$ cat config.mk
export PLATFORM = sky130hd
export DESIGN_NAME = meas_ctrl
export DESIGN_NICKNAME = d
export VERILOG_FILES = /design/src/rtl/meas_pkg.sv /design/src/rtl/tick_gen.sv /design/src/rtl/meas_ctrl.sv
export SDC_FILE = /design/constraint.sdc
export NUM_CORES = 1
export LEC_CHECK = 0
export CORE_MARGIN = 10
export CORE_UTILIZATION = 45
export DETAILED_ROUTE_END_ITERATION = 12
export PLACE_DENSITY = 0.87
export SYNTH_ARGS = -nofsm -noshare
export SYNTH_HDL_FRONTEND = slang
export SYNTH_HIERARCHICAL = 1
export SYNTH_SLANG_ARGS = --single-unit
$ cat constraint.sdc
create_clock -name clk -period 4.5 [get_ports clk]
set_clock_uncertainty 0.2 [all_clocks]
set_input_delay 0.675 -clock clk [delete_from_list [all_inputs] [get_ports clk]]
set_output_delay 0.675 -clock clk [all_outputs]
set_load 0.02 [all_outputs]
$ cat src/rtl/meas_pkg.sv
// -----------------------------------------------------------------------------
// meas_pkg
// Shared definitions for the measurement sequencer that drives the log-scale
// event counter (7-bit base, 4-bit exponent).
//   - meas_state_t : sequencer states
//   - BASE_W/EXP_W : counter field widths
//   - BASE_SAT     : base value reported when the counter range is exceeded
//   - is_result_state() : true in the states that offer a result downstream
// -----------------------------------------------------------------------------
package meas_pkg;

  localparam int BASE_W = 7;
  localparam int EXP_W  = 4;
  localparam logic [BASE_W-1:0] BASE_SAT = 7'd99;

  typedef enum logic [2:0] {
    IDLE    = 3'd0,
    CLEAR   = 3'd1,
    RUN     = 3'd2,
    LATCH   = 3'd3,
    PRESENT = 3'd4,
    OVFL    = 3'd5
  } meas_state_t;

  // States in which result_valid is offered to the display path.
  function automatic logic is_result_state(input meas_state_t s);
    return (s == PRESENT) || (s == OVFL);
  endfunction

endpackage

$ cat src/rtl/tick_gen.sv
// -----------------------------------------------------------------------------
// tick_gen
// Prescaler that turns the system clock into one-cycle counter-enable ticks.
// Parameter PRESCALE (>= 1): clk cycles per tick.
// Ports:
//   clk   in  system clock
//   rst   in  synchronous active-high reset
//   clear in  zero the prescaler (asserted the cycle before counting starts)
//   run   in  count enable; tick only appears while run is high
//   tick  out high on the last cycle of every PRESCALE-cycle window
// -----------------------------------------------------------------------------
module tick_gen #(
  parameter int PRESCALE = 50
) (
  input  logic clk,
  input  logic rst,
  input  logic clear,
  input  logic run,
  output logic tick
);

  localparam int PRE_W = (PRESCALE > 1) ? $clog2(PRESCALE) : 1;
  localparam logic [PRE_W-1:0] PRE_LAST = PRE_W'(PRESCALE - 1);

  logic [PRE_W-1:0] pre_r;

  // Prescale counter: wraps at PRE_LAST, holds when not running.
  always_ff @(posedge clk) begin
    if (rst || clear) begin
      pre_r <= '0;
    end else if (run) begin
      if (pre_r == PRE_LAST) begin
        pre_r <= '0;
      end else begin
        pre_r <= pre_r + {{(PRE_W-1){1'b0}}, 1'b1};
      end
    end else begin
      pre_r <= pre_r;
    end
  end

  // With PRESCALE=1 PRE_LAST is 0, so every running cycle ticks.
  assign tick = run && (pre_r == PRE_LAST);

endmodule

$ cat src/rtl/meas_ctrl.sv
// -----------------------------------------------------------------------------
// meas_ctrl
// Measurement sequencer: clears and arms the log-scale counter, gates its
// enable through a prescaled tick, stops on request or on exponent overflow,
// and hands the frozen base/exponent to the display path via valid/ready.
// Parameters: PRESCALE (clk cycles per count, >= 1), MAX_EXP (highest legal
// exponent).
// Optional feature macro: MEAS_CTRL_AUTO_REARM_EN -- when defined, an accepted
// result re-arms straight into CLEAR for back-to-back measurements.
// Ports:
//   clk, rst                  clock, synchronous active-high reset
//   start, stop               single-cycle control pulses
//   base_in, exponent_in      live counter value
//   cnt_en, cnt_rst           counter enable tick / counter clear
//   result_base, result_exp   frozen result
//   result_valid, result_ready  result handshake
//   overflow                  result is saturated
//   busy                      sequencer not idle
// -----------------------------------------------------------------------------
module meas_ctrl
  import meas_pkg::*;
#(
  parameter int PRESCALE = 50,
  parameter int MAX_EXP  = 9
) (
  input  logic              clk,
  input  logic              rst,
  input  logic              start,
  input  logic              stop,
  input  logic [BASE_W-1:0] base_in,
  input  logic [EXP_W-1:0]  exponent_in,
  output logic              cnt_en,
  output logic              cnt_rst,
  output logic [BASE_W-1:0] result_base,
  output logic [EXP_W-1:0]  result_exp,
  output logic              result_valid,
  input  logic              result_ready,
  output logic              overflow,
  output logic              busy
);

  localparam logic [EXP_W-1:0] MAX_EXP_C = EXP_W'(MAX_EXP);

`ifdef MEAS_CTRL_AUTO_REARM_EN
  localparam meas_state_t DONE_NEXT = CLEAR;
`else
  localparam meas_state_t DONE_NEXT = IDLE;
`endif

  meas_state_t       state_r;
  meas_state_t       state_nxt_s;
  logic              ovf_s;
  logic              handshake_s;
  logic              valid_r;
  logic              busy_r;
  logic              overflow_r;
  logic [BASE_W-1:0] base_r;
  logic [EXP_W-1:0]  exp_r;

  assign ovf_s       = (exponent_in > MAX_EXP_C);
  assign handshake_s = valid_r && result_ready;

  tick_gen #(
    .PRESCALE (PRESCALE)
  ) u_tick_gen (
    .clk   (clk),
    .rst   (rst),
    .clear (state_r == CLEAR),
    .run   (state_r == RUN),
    .tick  (cnt_en)
  );

  // State register.
  always_ff @(posedge clk) begin
    if (rst) begin
      state_r <= IDLE;
    end else begin
      state_r <= state_nxt_s;
    end
  end

  // Next-state logic; overflow outranks a coincident stop in RUN.
  always_comb begin
    state_nxt_s = state_r;
    case (state_r)
      IDLE: begin
        if (start) begin
          state_nxt_s = CLEAR;
        end else begin
          state_nxt_s = IDLE;
        end
      end
      CLEAR: state_nxt_s = RUN;
      RUN: begin
        if (ovf_s) begin
          state_nxt_s = OVFL;
        end else if (stop) begin
          state_nxt_s = LATCH;
        end else begin
          state_nxt_s = RUN;
        end
      end
      LATCH: state_nxt_s = PRESENT;
      PRESENT, OVFL: begin
        if (handshake_s) begin
          state_nxt_s = DONE_NEXT;
        end else begin
          state_nxt_s = state_r;
        end
      end
      default: state_nxt_s = IDLE;
    endcase
  end

  // Registered status flags, derived from the upcoming state so they line up
  // with the state register.
  always_ff @(posedge clk) begin
    if (rst) begin
      valid_r <= 1'b0;
      busy_r  <= 1'b0;
    end else begin
      valid_r <= is_result_state(state_nxt_s);
      busy_r  <= (state_nxt_s != IDLE);
    end
  end

  // Result capture: saturate on overflow, sample the counter when leaving
  // LATCH, and hold everything stable while the result waits for acceptance.
  always_ff @(posedge clk) begin
    if (rst) begin
      base_r     <= '0;
      exp_r      <= '0;
      overflow_r <= 1'b0;
    end else if ((state_r == RUN) && ovf_s) begin
      base_r     <= BASE_SAT;
      exp_r      <= MAX_EXP_C;
      overflow_r <= 1'b1;
    end else if (state_r == LATCH) begin
      base_r     <= base_in;
      exp_r      <= exponent_in;
      overflow_r <= 1'b0;
    end else if (handshake_s) begin
      overflow_r <= 1'b0;
    end else begin
      overflow_r <= overflow_r;
    end
  end

  assign cnt_rst      = rst || (state_r == CLEAR);
  assign result_valid = valid_r;
  assign busy         = busy_r;
  assign overflow     = overflow_r;
  assign result_base  = base_r;
  assign result_exp   = exp_r;

endmodule

==> metrics.md <==
| Metric | Value |
|---|---|
| Hold Path Stages | 2 |
| CTS tree | built |
| Achievable frequency | 320 MHz |
| Post-synth EDFFs | 0 |
| Core area | about 2000 sq um |
| Fin Hold WS | 0.315 ns |
| Worst setup path startpoint | state_r[1]$_SDFF_PP0_ |
| Clock power frac | 0.233 |
| TNS Setup | 0 ns |
| Flops & latches, synth | 23 |
| DR vias | ~800 |
| Nets | 145 |
| Die area | 4440 sq um |
| Switch share | 0.270 |
| Nature of the critical path endpoint | output pin |
| Hold path start | result_exp[2]$_SDFFE_PP0N_ |
| Layout cells sized above 1 | 0.103 |
| Clock Tree Root | clkbuf_4 |
| Largest net degree at the start of global routing | 14 |
| Std cell rows | 16 |
| Worst slew pin tran | between 0.6 and 0.7 ns |
| Final setup vio count | 0 |
| Iteration-0 DRC Markers | 25 |
| TritonRoute pass-1 iters | 4 |
| Post-synth design cell area | 977 sq um |
| Final ANT Viol Nets | 0 |
| Fillers | around 160 |
| Reg-to-Reg End | u_tick_gen/pre_r[5]$_SDFFE_PP0P_ |
| R2R Path Start | state_r[1]$_SDFF_PP0_ |
| PD cells | 303 nW/um^2 |
| Peak VDD IR | 0.000193 V |
| Most frequent cells in the layout | clkdlybuf4s50_1, dfxtp_1, nor2_1 |
| Sequential fraction of the synthesis area | 0.471 |
| Post-CTS setup buffer count | 0 |
| Comb pwr share | 0.201 |
| Vias in the first global route | 851 |
| Crit path max fanout | 11 |
| Routed length per instance | 15.6 um |
| Hpwl dp | 1900 um |
| Worst Hold Class | flip-flop to flip-flop |
| Vias/cell | 5.21 |
| Worst Path Arrival | 2.25 ns |
| Fraction of registers with async set/reset | 0 |
| Initial antenna violation count | 0 |
| Ys flop type | dfxtp_1 |
| Sequential power share | 0.566 |
| I/O Buffers | 31 |
| Hold_buf cts | 0 |
| Number of diodes | 0 |
| Max Root-Sink Buffers | 2 |
| Sink Count | 23 |
| Area of the multi-input gates | 482 sq um |
| Leading cell type in the layout, fill and taps excluded | clkdlybuf4s50_1 |
| Fin. max-slew vios | 0 |
| Drt drc | 0 |
| Hold Path Sink | result_exp[2]$_SDFFE_PP0N_ |
| Clock Pin Slew Worst Setup and Hold Paths | 0.11 ns |
| Clk_lat worst skew | 0.31 ns |
| Worst Setup Start Kind | flip-flop |
| Ports | 32 |
| WP data required | 3.62 ns |
| Status | completed |
| TritonCTS buffer count | 3 |
| Pleak | 0.525 nW |
| Synthesis Warnings | 6 |
| Hold Vio Cnt, Final | 0 |
| Area grow syn2layout | 35.5% |
| Min Tclk post-route | approximately 3.1 ns |
| DIE WIDTH | between 60 and 70 um |
| Switching power | 108 uW |
| Reg2reg setup slack | about 2.5 ns |
| GR Overflow Total | 0 |
| Die Height | between 60 and 70 um |
| # H-tree levels | 1 |
| Post-CTS resize count | 0 |
| Synth cell types | 38 |
| Crit path kind | flip-flop to output pin |
| Initial Util | 0.483 |
| GP Congestion | 0.779 |
| Synth Instances | 94 |
| GRT Resource Usage Total | 0.115 |
| Worst r2r path cells | 4 |
| Register area | 460 sq um |
| Internal | 293 uW |
| Drt total wl | 2390 um |
| Max Cap Viol | 0 |
| Mapped Avg Cell Area | 10.4 sq um |
| Slew headroom | 0.563 |
| First-pass GRT wire length | approximately 4000 um |
| Syn_nets | 112 |
| RSZ-0062 raised after global routing | false |
| Final period util | 0.694 |
-- worst max path at each step --
stage / slack, ns / endpoint / cells past startpoint
final: 1.38 / cnt_en / 4
after detailed placement: 1.60 / cnt_rst / 3
after global placement: 1.61 / cnt_rst / 3
after floorplan: 2.34 / cnt_en / 5
after CTS: 1.36 / cnt_en / 4
after global routing: 1.15 / cnt_en / 4
-- flip-flops by register name, summed over array words and instances, names as in the netlist --
register          count
result_base           7
overflow              1
u_tick_gen/pre_r      6
state_r               3
busy                  1
result_valid          1
result_exp            4
-- cells by family (layout without fill, tap and decap cells) --
group / Yosys count / in the layout / synth area share
fa+ha+maj: 2 / 2 / 0.0256
xor+xnor: 4 / 4 / 0.0359
simple gates: 32 / 32 / 0.184
mux: 5 / 5 / 0.0512
buf+inv: 6 / 38 / 0.0358
flops: 23 / 23 / 0.471
compound gates: 22 / 22 / 0.196
-- metrics by stage --
| step | area (sq um) | setup WS [ns] | power [mW] | util | std cells |
|---|---|---|---|---|---|
| after detailed placement | 1300 | 1.60 | 0.313 | 0.642 | 149 |
| final | 1320 | 1.38 | 0.401 | 0.655 | 153 |
| after floorplan | 977 | 2.34 | 0.276 | - | 94 |
| after CTS | 1320 | 1.36 | 0.406 | 0.655 | 153 |
| after global routing | 1320 | 1.15 | 0.420 | 0.655 | 153 |
| after global placement | 1300 | 1.61 | 0.310 | 0.642 | 149 |
-- routing by layer --
metal / global-route usage / vias up / routed length, um
li1: - / 402 / -
met1: 0.113 / 373 / 923
met2: 0.214 / 20 / 1300
met3: 0.0418 / 2 / 154
met4: 0.0366 / 0 / 12
met5: 0 / - / 0
-- cells in the mapped netlist, drive strengths merged (3+ instances only) --
cell type | n | area [sq um]
o221a | 5 | 56.3
dfxtp | 23 | 460
o21a | 4 | 30.0
xor2 | 3 | 26.3
nor3b | 4 | 41.3
nand2 | 3 | 11.3
nor2 | 15 | 56.3
mux2i | 5 | 50.1
-- power by group through the flow --
stage	Sequential [mW]	Combinational (mW)	Clock [mW]
floorplan	0.236	0.0404	0
global placement	0.230	0.0799	0
detailed placement	0.231	0.0814	0
CTS	0.227	0.0820	0.0976
global route	0.229	0.0884	0.102
finish	0.227	0.0808	0.0934
-- layout make-up --
class,instances,share of cell area
Sequential cell,23,0.348
Tap cell,27,0.0255
Timing Repair Buffer,31,0.234
Clock buffer,4,0.0198
Multi-Input combinational cell,65,0.364
Inverter,3,0.00851
-- critical path: stages (launching register included) --
cell             delay [ns]
dfxtp_1                0.48
nor3b_4                0.50
nand4b_1               0.22
nor2_1                 0.13
clkdlybuf4s50_1        0.61
(Power assumes the default switching activity.)
==> RTL edit 1, RTL diff (config.mk and constraints unchanged) <==
Put a register stage on the output `cnt_en`, without a reset. The value now appears one clock later. The other outputs are not delayed to match.
--- a/src/rtl/meas_ctrl.sv
+++ b/src/rtl/meas_ctrl.sv
@@ -41,6 +41,8 @@
 
   localparam logic [EXP_W-1:0] MAX_EXP_C = EXP_W'(MAX_EXP);
 
+  logic cnt_en_d;
+
 `ifdef MEAS_CTRL_AUTO_REARM_EN
   localparam meas_state_t DONE_NEXT = CLEAR;
 `else
@@ -67,7 +69,7 @@
     .rst   (rst),
     .clear (state_r == CLEAR),
     .run   (state_r == RUN),
-    .tick  (cnt_en)
+    .tick  (cnt_en_d)
   );
 
   // State register.
@@ -153,5 +155,9 @@
   assign result_base  = base_r;
   assign result_exp   = exp_r;
 
+  always_ff @(posedge clk) begin
+    cnt_en <= cnt_en_d;
+  end
+
 endmodule
 
Formal check against the unedited RTL: same outputs for any inputs over 10 cycles, from zero or initial values and one cycle with rst high; that may be too few to reach the edited logic, so the function may still have changed.
==> RTL edit 1 against the original RTL <==
- routed wire length increased by 3.7%
- cell area increased by 4.2%
- clock power is 18% higher
- sequential share of layout area grew 0.063 points
- via count grew 13%
- area after synthesis rose by 6.5%
- register-to-register slack worse by 0.06 ns
- sequential cell count grew 1
- worst setup slack lost 0.24 ns
- total power up 7.7%
- critical path type is now in2out
==> RTL edit 1: results (changes against the original RTL) <==
[synth]
muxShareOfSynthArea=0  ; was 0.05122
syn_area_per_cell_um2=9.729  ; was 10.40 µm²
syn_nets=125  ; was 112
ys_warn_count=6  ; unchanged
synth_adder_area_share=0.02404  ; was 0.02561
synth.distinct_cells=36  ; was 38
ys_seq_area_frac=0.4615  ; was 0.4712
async_flop_share=0  ; unchanged
synth_area_leaders=dfxtp_1 (46%), o221a_2 (6.5%), nor2_1 (4.0%)  ; was dfxtp_1 (47%), nor2_1 (5.8%), o221a_2 (5.8%)
synth_compound_area_frac=0.2115  ; was 0.1959
synth-xor-area-share=0.03365  ; was 0.03585
synth.top_cells.by_count=dfxtp_1 (24), nor2_1 (11), nand2_1 (9), a21oi_1 (8), o221a_2 (6)  ; was dfxtp_1 (23), nor2_1 (15), mux2i_1 (5), o221a_2 (5), o21a_1 (4)

[critical_path]
critPathMaxStageDelay_ns=0.77  ; was 0.61 ns
cp-startpoint=rst  ; was state_r[1]
r2r-end=u_tick_gen/pre_r[5]  ; unchanged
ff2ff_path_depth=5  ; was 4
crit_fanout=14  ; was 11
r2r_setup_slack_ns=2.47  ; was 2.53 ns
worstPathArrival_ns=2.49  ; was 2.25 ns
cpLargestDelayFamily=buffers and inverters  ; was simple AND/OR/NAND/NOR gates

[placement]
place.gp.congestion=0.7494  ; was 0.7793
hpwlAfterDp_um=1939  ; was 1900 µm
io_buffers=31  ; unchanged

[run_status]
outcome=finished, final reports clean  ; unchanged

[route]
wire_per_inst_um=15.08  ; was 15.59 µm
wl_met3_um=179  ; was 154 µm
dr.first_iter.drc_count=26  ; was 25
met1_length_um=1015  ; was 923 µm
dr_wl_met2_um=1263  ; was 1295 µm
vias_per_cell=5.512  ; was 5.209
first_pass_iters=4  ; unchanged

[finish]
fin_cells=164  ; was 153
nFillCells=183  ; was 158
drive_gt1_frac=0.1250  ; was 0.1032
largest_reg_flops=7  ; unchanged

[global_route]
grt_max_degree=15  ; was 14
antenna_found_initial=0  ; unchanged
grt_pass1_wl_um=4077  ; was 4071 µm
grtUsageTotal=0.1114  ; was 0.1148
grt_pass1_vias=892  ; was 851

[hold_path]
hp-start=result_base[2]  ; was result_exp[2]
min_to=result_base[2]  ; was result_exp[2]

[clocking]
postCtsSetupRepairBufs=0  ; unchanged
cts_buffers=3  ; unchanged
clock_path_buffers=2  ; unchanged
path_clk_slew_ns=0.13  ; was 0.11 ns
h-tree-depth=1  ; unchanged
root_buffer=clkbuf_4  ; unchanged
clock_latency_ns=0.31  ; about the same

[pwr]
leakagePower_nw=0.4850  ; was 0.5255 nW
vdd_drop_max_mv=0.2981  ; was 0.1931 mV

[sta]
maxSlewHeadroom=0.6730  ; was 0.5635
holdWs_ns=0.2866  ; was 0.3154 ns

RTL edit 1: cell types whose count changed after synthesis, moves of 4 or more:
cell     delta
nor2_1      -4
mux2i_1     -5
a21oi_1     +7
o31ai_1     +4
nand2_1     +6
RTL edit 1: cell type report:
type | count | area, µm² | area share
clock buffer | 4 | 36.28 | 0.02632
timing repair buffer | 31 | 310.3 | 0.2250
inverter | 2 | 7.507 | 0.005445
sequential | 24 | 480.5 | 0.3485
tap | 28 | 35.03 | 0.02541
multi-input combinational | 75 | 509.2 | 0.3693
RTL edit 1: per-stage QoR:
| stage | cell area, µm² | setup slack [ns] |
|---|---|---|
| floorplan | 1041 | 2.546 |
| global placement | 1343 | 1.193 |
| detailed placement | 1343 | 1.150 |
| CTS | 1379 | 1.118 |
| global route | 1379 | 1.018 |
| finish | 1379 | 1.133 |
RTL edit 1: how the worst max path moves through the flow:
stage / to / slack, ns
after global placement: cnt_rst / 1.19
after floorplan: cnt_rst / 2.55
final: cnt_rst / 1.13
after global routing: cnt_rst / 1.02
after CTS: cnt_rst / 1.12
after detailed placement: cnt_rst / 1.15
RTL edit 1: report_power, final:
part,leakage [nW],switching (mW),internal (mW)
clock network,0.0210,0.0604,0.0494
logic,0.269,0.0423,0.0435
registers,0.195,0.0130,0.224
total,0.485,0.116,0.317
RTL edit 1: cell families after synthesis:
kind of cell / after synthesis
AOI/OAI and AO/OA: 30
xor gates and xnor gates: 4
adders and majority gates: 2
buffers and inverters: 8
DFF: 24
and+or+nand+nor: 39
RTL edit 1: routing by layer:
layer | track usage | vias up
met5 | 0 | -
met2 | 0.2000 | 36
met4 | 0.04271 | 0
met1 | 0.1202 | 420
met3 | 0.03263 | 2
li1 | - | 446
RTL edit 1: worst register-to-register path: stages, from the launching register on:
cell      delay [ns]
dfxtp_1         0.51
nand2b_4        0.13
nor2_1          0.39
nand4_2         0.20
or3_1           0.41
a21oi_2         0.13
==> RTL edit 2, RTL diff (same settings) <==
Made on the original files. The package constant `BASE_W` goes from 7 to 9.
--- a/src/rtl/meas_pkg.sv
+++ b/src/rtl/meas_pkg.sv
@@ -9,7 +9,7 @@
 // -----------------------------------------------------------------------------
 package meas_pkg;
 
-  localparam int BASE_W = 7;
+  localparam int BASE_W = 9;
   localparam int EXP_W  = 4;
   localparam logic [BASE_W-1:0] BASE_SAT = 7'd99;
 
Ports: changed (resized base_in and result_base); port bits go from 32 to 36. No check against the original RTL was run, so the function may have changed too.
==> RTL edit 2 against the original RTL <==
- sequential share of layout area down 0.48 points
- critical endpoint is now cnt_rst
- largest power group unchanged
- largest cell class unchanged
- critical path depth down 1
- cell count up 12%
- maximum frequency down 6.2%
- worst setup slack worse by 0.21 ns
- cell area up 10%
- area after synthesis up 12%
- sequential cell count up 2
- total power up 4.4%
- routed wire length up 8.9%
- worst hold slack worse by 0.026 ns
- die area up 8.4%
- combinational power down 2.8%
==> RTL edit 2: results (changes against the original RTL) <==
[pwr]
leakagePower_nw=0.5952  ; was 0.5255 nW
vdd_drop_max_mv=0.1986  ; was 0.1931 mV
swShare=0.2647  ; was 0.2699

[run_status]
outcome=finished, final reports clean  ; unchanged

[sta]
drv_slew=0  ; unchanged
maxSlewHeadroom=0.5213  ; was 0.5635
setup_viol=0  ; unchanged
holdWs_ns=0.2897  ; was 0.3154 ns

[finish]
drive_gt1_frac=0.08392  ; was 0.1032
n_antenna_cell=0  ; unchanged
final_nets=164  ; was 145
nFillCells=204  ; was 158
largest_reg_flops=9  ; was 7

[critical_path]
r2r_setup_slack_ns=2.46  ; was 2.53 ns
crit_fanout=21  ; was 11
ff2ff_path_depth=5  ; was 4
critPathMaxStageDelay_ns=0.77  ; was 0.61 ns
r2r-start=state_r[1]  ; unchanged
slowest_stage=clkdlybuf4s50_1  ; unchanged
cpLargestDelayFamily=buffers and inverters  ; was simple AND/OR/NAND/NOR gates
worstPathArrival_ns=2.46  ; was 2.25 ns
r2r-end=u_tick_gen/pre_r[5]  ; unchanged

[hold_path]
min_to=overflow  ; was result_exp[2]
hold_path_class=reg2reg  ; unchanged
hp-start=overflow  ; was result_exp[2]
hold_path_depth=2  ; unchanged

[route]
dr.first_iter.drc_count=49  ; was 25
vias_per_cell=5.386  ; was 5.209
wire_per_inst_um=15.19  ; was 15.59 µm

[synth]
ys_warn_count=6  ; unchanged
synth.distinct_cells=33  ; was 38
synth_area_leaders=dfxtp_1 (46%), mux2i_1 (12%), a21oi_1 (4.6%)  ; was dfxtp_1 (47%), nor2_1 (5.8%), o221a_2 (5.8%)
synth_top_flop_cell=dfxtp_1  ; unchanged
synth.top_cells.by_count=dfxtp_1 (25), mux2i_1 (13), a21oi_1 (10), nor2_1 (10), nor3_1 (9)  ; was dfxtp_1 (23), nor2_1 (15), mux2i_1 (5), o221a_2 (5), o21a_1 (4)
syn_nets=132  ; was 112
ys_seq_area_frac=0.4566  ; was 0.4712
synth_area_um2=1096  ; was 977.2 µm²

[global_route]
grt_max_degree=22  ; was 14
overflow=0  ; unchanged
grt_pass1_wl_um=4291  ; was 4071 µm
gr-usage-met1=0.1056  ; was 0.1133
use_met2=0.1925  ; was 0.2145
grtUsageTotal=0.1054  ; was 0.1148
antenna_found_initial=0  ; unchanged
grt_pass1_vias=936  ; was 851
met3_usage=0.03566  ; was 0.04181

[clocking]
path_clk_slew_ns=0.12
clock_path_buffers=2  ; unchanged
cts-resized-gates=0  ; unchanged
root_buffer=clkbuf_4  ; unchanged
clock_latency_ns=0.32
h-tree-depth=1  ; unchanged
cts_buffers=3  ; unchanged

[placement]
hpwlAfterDp_um=2079  ; was 1900 µm
io_buffers=35  ; was 31
place.gp.congestion=0.7666  ; was 0.7793

RTL edit 2: changes by cell type in the layout (fill, tap and decap cells not counted), moves of 2 or more:
cell             change
mux2i_1              +8
clkdlybuf4s50_1      +4
a21oi_1              +9
nor3b_1              -3
dfxtp_1              +2
nand3_1              +2
nor2_1               -5
o211a_1              -2
o221a_2              -5
o21a_1               -4
nor3_1               +8
or2_2                +2
RTL edit 2: through the flow:
step                worst slack, ns  utilization  instance area (µm²)  power [mW]  cells
floorplan                     2.402            -                 1096      0.2925    112
global placement              1.200       0.6295                 1433      0.3234    167
detailed placement            1.166       0.6295                 1433      0.3268    167
CTS                           1.156       0.6410                 1459      0.4231    171
global route                  1.093       0.6410                 1459      0.4398    171
finish                        1.167       0.6410                 1459      0.4192    171
RTL edit 2: layout make-up:
class                   instances  area share
inverters                       3    0.007719
multi-input cells              76      0.3671
flip-flops and latches         25      0.3431
well taps                      28     0.02401
clock buffers                   4     0.01801
repair buffers                 35      0.2401
RTL edit 2: worst max-delay path by stage:
stage                     slack (ns)  cells after the start  startpoint  endpoint
final                           1.17                      3         rst   cnt_rst
after global routing            1.09                      3         rst   cnt_rst
after CTS                       1.16                      3         rst   cnt_rst
after detailed placement        1.17                      3         rst   cnt_rst
after global placement          1.20                      3         rst   cnt_rst
after floorplan                 2.40                      2         rst   cnt_rst
RTL edit 2: metal layers:
layer / share of wire / wire, µm
met4: 0.015 / 40
met5: 0 / 0
met1: 0.39 / 1020
met2: 0.53 / 1367
met3: 0.065 / 169
RTL edit 2: cell families (layout without fill, tap and decap cells):
group,count (synthesis),count (layout),synth area share
and+or+nand+nor,38,38,0.2021
DFF,25,25,0.4566
AOI/OAI and AO/OA,19,19,0.1130
muxes,13,13,0.1187
buffers and inverters,11,42,0.05479
xor gates and xnor gates,4,4,0.03197
adders and majority gates,2,2,0.02283
RTL edit 2: tightest hold or removal path, stage by stage (launching register included):
cell     delay, ns
dfxtp_1       0.34
nand3_1       0.06
a21oi_1       0.06
RTL edit 2: power groups by stage:
stage	registers, mW	clock network, mW	logic (mW)
3_3_place_gp	0.246	0	0.0770
5_1_grt	0.245	0.110	0.0854
3_5_place_dp	0.248	0	0.0792
2_1_floorplan	0.249	0	0.0433
6_report	0.243	0.0979	0.0785
4_1_cts	0.243	0.101	0.0796
